File: src/rtl/uni2bin_acc_array.sv
// uni2bin_acc_array: converts NUM unary bitstreams back into binary counts.
// All lanes share one window counter that spans 2^CWID enabled cycles, so
// every lane closes its window on the same cycle. A one-stage input register
// (en_buf/bit_buf) sits ahead of the per-lane accumulators.
//
// Ports:
//   clk     - clock, all state on rising edge
//   rst     - asynchronous active-high reset
//   enable  - bitIn carries a valid stream bit this cycle
//   clear   - synchronous window abort (discards buffered and current bits)
//   bitIn   - one unary bit per lane
//   result  - per-lane count latched at the last completed window
//   valid   - one-cycle pulse, result updated on this edge
//   winCnt  - enabled bits accumulated so far in the current window
`timescale 1ns/1ps

module uni2bin_acc_array #(
  parameter int unsigned CWID = 10,
  parameter int          NUM  = 8,
  parameter int unsigned OWID = CWID + 1,
  localparam int unsigned LANES = (NUM < 1) ? 1 : NUM
) (
  input  logic              clk,
  input  logic              rst,
  input  logic              enable,
  input  logic              clear,
  input  logic [LANES-1:0]  bitIn,
  output logic [OWID-1:0]   result [LANES],
  output logic              valid,
  output logic [CWID-1:0]   winCnt
);

  localparam logic [CWID-1:0] WIN_LAST = '1;

  logic             en_buf;
  logic [LANES-1:0] bit_buf;
  logic [CWID-1:0]  acc [LANES];

  // Accumulate only when a buffered bit is valid and no abort is in progress;
  // an abort therefore also suppresses a window close in the same cycle.
  logic advance_c;
  logic close_c;
  assign advance_c = en_buf & ~clear;
  assign close_c   = advance_c & (winCnt == WIN_LAST);

  // Input register stage
  always_ff @(posedge clk or posedge rst) begin
    if (rst) begin
      en_buf  <= 1'b0;
      bit_buf <= '0;
    end else begin
      en_buf  <= enable & ~clear;
      bit_buf <= bitIn;
    end
  end

  // Shared window counter and close pulse; the counter wraps to 0 on close
  always_ff @(posedge clk or posedge rst) begin
    if (rst) begin
      winCnt <= '0;
      valid  <= 1'b0;
    end else begin
      valid <= close_c;
      if (clear) begin
        winCnt <= '0;
      end else if (advance_c) begin
        winCnt <= winCnt + CWID'(1);
      end
    end
  end

  // Per-lane accumulators and result latches
  always_ff @(posedge clk or posedge rst) begin
    if (rst) begin
      for (int i = 0; i < int'(LANES); i++) begin
        acc[i]    <= '0;
        result[i] <= '0;
      end
    end else begin
      for (int i = 0; i < int'(LANES); i++) begin
        if (clear || close_c) begin
          acc[i] <= '0;
        end else if (advance_c) begin
          acc[i] <= acc[i] + CWID'(bit_buf[i]);
        end
        // Closing add is done at OWID bits so a full window (2^CWID) fits
        if (close_c) begin
          result[i] <= OWID'(acc[i]) + OWID'(bit_buf[i]);
        end
      end
    end
  end

endmodule

File: config.mk
export PLATFORM = sky130hd
export DESIGN_NAME = uni2bin_acc_array
export DESIGN_NICKNAME = d
export VERILOG_FILES = /design/src/rtl/uni2bin_acc_array.sv
export SDC_FILE = /design/constraint.sdc
export NUM_CORES = 1
export LEC_CHECK = 0
export BUFFER_PORTS_ARGS = -buffer_cell sky130_fd_sc_hd__buf_2
export CORE_ASPECT_RATIO = 1.75
export CORE_MARGIN = 2
export CORE_UTILIZATION = 31
export DETAILED_ROUTE_END_ITERATION = 7
export PLACE_DENSITY = 0.44
export SYNTH_ARGS = -nofsm -noshare
export SYNTH_HDL_FRONTEND = slang
export SYNTH_SLANG_ARGS = --single-unit
File: constraint.sdc
create_clock -name clk -period 6.59 [get_ports clk]
set_input_delay 0.3295 -clock clk [delete_from_list [all_inputs] [get_ports clk]]
set_output_delay 0.3295 -clock clk [all_outputs]
set_load 0.02 [all_outputs]
Yosys cells after proc, flatten, opt, wreduce, memory -nomap -nowiden
Index checks and enable logic that the tools add are counted.
{"block": "totals", "input_bits": 12, "register_bits": 188, "out_inout_bits": 99}
{"block": "classes", "eq_ne": 1, "reduce_logical": 3, "addsub": 17, "muxes": 18, "n_bitwise": 4}
{"cell": "10-bit 2-to-1 mux", "count": 18}
{"cell": "10-bit by 1-bit adder with 11-bit output", "count": 8}
{"cell": "10-bit by 1-bit adder with 10-bit output", "count": 8}
{"cell": "10-bit by 1-bit adder with 10-bit output (second input constant)", "count": 1}
{"cell": "10-bit == test (second input constant)", "count": 1}
{"cell": "2-bit nonzero test", "count": 2}
{"cell": "1-bit bitwise AND", "count": 3}
{"cell": "1-bit logical OR", "count": 1}
{"cell": "1-bit inverter", "count": 1}

Longest topological paths before layout
{"block": "depth", "word_depth": 5, "ltp_mapped": 8, "ltp_nobuf": 6}

Least setup slack after synthesis
No wires, ideal clock.
{"block": "synth_timing", "kind": "reg2reg", "startpoint": "register winCnt[0]", "endpoint": "register result[21] (netlist name)", "arrival_time_ns": 1.919, "setup_slack_ns": 4.607, "path_buffers": 3, "stages_incl_launch_ff": 9, "required_ns": 6.526, "path_cell_list": "dfrtp_1 -> ha_1 -> nand2_1 -> or4_1 -> buf_2 -> buf_6 -> buf_6 -> nor3_2 -> a21o_1"}
{"block": "synth_via", "elab_chain_len": 2}
{"item": "start, declared", "line": "30", "rtl": "output logic [CWID-1:0] winCnt"}
{"item": "start signal, assigned", "line": "67", "rtl": "winCnt <= winCnt + CWID'(1);"}
{"item": "10-bit == test", "line": "44", "rtl": "assign close_c = advance_c & (winCnt == WIN_LAST);"}
{"item": "1-bit bitwise AND", "line": "44"}
{"item": "end signal, assigned by index", "line": "88", "rtl": "result[i] <= OWID'(acc[i]) + OWID'(bit_buf[i]);"}
{"item": "end, declared", "line": "28", "rtl": "output logic [OWID-1:0] result [LANES],"}
No other way between the ends.
A chain may end at the register's enable or synchronous reset.

Final worst setup path
{"block": "layout_timing", "startpoint": "register winCnt[0]", "endpoint": "register result[50] (netlist name)"}
Same word-level chain as after synthesis.

==> flow_metrics.env <==
export IMPL_p_switching_mw=0.592
export IMPL_hp_class="in2async"
export IMPL_rows=80
export IMPL_cellPowerDensity_mw_per_mm2=241
export IMPL_hold_buffers=8
export IMPL_dieWidth_um=130
export IMPL_num_vias=6456
export IMPL_max_cap_viol_count=0
export IMPL_leakage_nw=4.64
export IMPL_grt_total_usage_pct=15.9
export IMPL_slew_violations=0
export IMPL_finalCriticalPeriod_ns=2.64
export IMPL_status="finished clean"
export IMPL_antenna_found_initial=0
export IMPL_synth_edf_count=0
export IMPL_intPower_mw=1.85
export IMPL_cp_max_fo=89
export IMPL_drive_above_1_share_pct=16.0
export IMPL_vias_per_cell=4.79
export IMPL_drc=0
export IMPL_vdd_drop_max_v=0.000193
export IMPL_pwr_share_clk_pct=44.5
export IMPL_final_cell_mix="dfrtp_1 (188), nand2_1 (154), o21ai_0 (116)"
export IMPL_h_tree_depth=4
export IMPL_firstDrtPassIters=6
export IMPL_async_reset_ff_share_pct=100
export IMPL_grt_start_max_net_pins=140
export IMPL_yosys_warnings=0
export IMPL_r2r_setup_slack_ns=3.95
export IMPL_ctsResizeCount=0
export IMPL_cts_tree="built"
export IMPL_fmax_ghz=0.379
export IMPL_routabilityCongestion=0.739
export IMPL_cts_setup_buffers=0
export IMPL_yosys_top_cells_area="dfrtp_1 (55%), o21ai_0 (6.8%), nand2_1 (6.7%)"
export IMPL_power_frac_seq_pct=49.2
export IMPL_finalWirelength_um=21900
export IMPL_cp_start_kind="register"
export IMPL_fp_dieArea_mm2=0.0291
export IMPL_start_util_pct=31.6
export IMPL_wl_per_cell_um=16.2
export IMPL_synth_seq_cells=188
export IMPL_layoutNonFillerInstCount=1347
export IMPL_synth_cell_types=39
export IMPL_dp_hpwl_um=14000
export IMPL_clock_latency_ns=0.45
export IMPL_die_h_um=224
export IMPL_ioPinCount=111
export IMPL_tns_ns=0
export IMPL_place_area_mm2=0.00947
export IMPL_slew_headroom_pct=33.0
export IMPL_switching_share_pct=24.2
export IMPL_tightest_slew_ns=1.01
export IMPL_diodes=0
export IMPL_yosysSeqAreaShare_pct=54.8
export IMPL_endpoint_kind="register"
export IMPL_final_common_cell="dfrtp_1"
export IMPL_clock_sinks=188
export IMPL_first_iter_violations=305
export IMPL_syn_num_nets=903
export IMPL_portBuffers=110
export IMPL_cp_required_ns=6.88
export IMPL_clkTransAtPathRegs_ns=0.07
export IMPL_synth_area_mm2=0.00859
export IMPL_dp_cells=1308
export IMPL_clock_root_buffer="clkbuf_16"
export IMPL_finalSetupViolations=0
export IMPL_arrival_ns=2.92
export IMPL_total_power_mw=2.44
export IMPL_combPwrFrac_pct=6.3
export IMPL_clk_path_buf_depth=2
export IMPL_rsz0062_at_grt="no"
export IMPL_grt_pass1_wl_um=35800
export IMPL_final_antenna_net_count=0
export IMPL_grt_pass1_vias=6555
export IMPL_finalClockSkew_ns=0.0111
export IMPL_layout_nets=995
export IMPL_postSynthCellCount=874
export IMPL_fill_cells=2827
export IMPL_pre_cts_slack_ns=3.91
export IMPL_grt_overflow_total=0
export IMPL_syn_area_per_cell_um2=9.83
export IMPL_ys_flop_type="dfrtp_1"
export IMPL_yosys_area_top_type="dfrtp_1"
export IMPL_synth_top_area_share_pct=54.8
export IMPL_fin_area_mm2=0.0102
export IMPL_hold_violations=0
export IMPL_cts_buffers=17
export IMPL_finalCritPeriodShare_pct=40.0
export IMPL_path_class="reg2reg"
export IMPL_syn_to_final_growth_pct=18.3
export IMPL_core_mm2=0.0272
export IMPL_fin_ws_ns=3.95
## layer usage
| layer | vias to the layer above | part of all wire [%] | GRT usage [%] |
|---|---|---|---|
| li1 | 3223 | - | - |
| met1 | 3124 | 44 | 19.5 |
| met2 | 84 | 51 | 27.5 |
| met3 | 25 | 2.4 | 2.74 |
| met4 | 0 | 2.2 | 6.38 |
| met5 | - | 0 | 0 |
## layout make-up
cell class                      count  area [um2]  area share [%]
Inverter                           24        97.6           0.960
Clock inverter                     10         139            1.37
Timing Repair Buffer              124         676            6.65
Sequential cell                   188        4700            46.3
Multi-Input combinational cell    611        3610            35.5
Tap cell                          369         462            4.54
Clock buffer                       21         470            4.63
## synthesized netlist by cell type (all sizes together), types with 2 or more instances
cell	number
nor2	27
nor3	15
nand4	23
buf	13
nor2b	2
xnor2	45
and4	16
xor2	26
nor3b	10
inv	24
nand2	154
o311ai	3
nor4	3
or4	2
a21oi	33
o21ai	116
clkbuf	38
a21o	12
a22o	22
dfrtp	188
or3	26
mux2i	3
ha	17
nand3	42
and3	5
## kinds of logic (layout without fill, tap and decap cells)
kind of cell	Yosys count	in the layout	share of synthesized area [%]
compound gates	192	192	12.8
xor+xnor	71	71	7.24
fa+ha+maj	17	17	2.48
buf+inv	75	179	3.60
flops	188	188	54.8
mux	3	3	0.350
simple gates	328	328	18.8
## power by group through the flow
stage	Combinational [mW]	Sequential (mW)	Clock (mW)
after global placement	0.155	1.23	0
after CTS	0.160	1.20	1.12
final	0.154	1.20	1.09
after floorplan	0.0690	1.25	0
after global routing	0.175	1.21	1.17
after detailed placement	0.156	1.23	0
## sequential cells by signal, summed over array words and instances (netlist names)
name / flops
en_buf: 1
bit_buf: 8
result: 88
winCnt: 10
valid: 1
acc: 80
## critical path, cell delays in order (launching register included)
cell and delay (ns):
dfrtp_1 0.43, ha_1 0.29, nand2_1 0.27, or4_4 0.50
buf_4 0.76, o21ai_0 0.22
## final timing paths
kind | from | endpoint | cells past startpoint
max in group asynchronous | rst | acc[17] | 3
max reg2reg | winCnt[0] | result[50] | 5
min | rst | result[84] | 2
min in group clk | enable | en_buf | 2
min reg2reg | result[67] | result[67] | 2
max | winCnt[0] | result[50] | 5
## through the flow
stage	util [%]	hold slack, ns
finish	37.3	0.0954
global route	37.3	0.141
CTS	37.3	0.128
detailed placement	34.8	0.440
global placement	34.8	0.438
floorplan	-	0.361
Power figures use the tool's default switching activity.
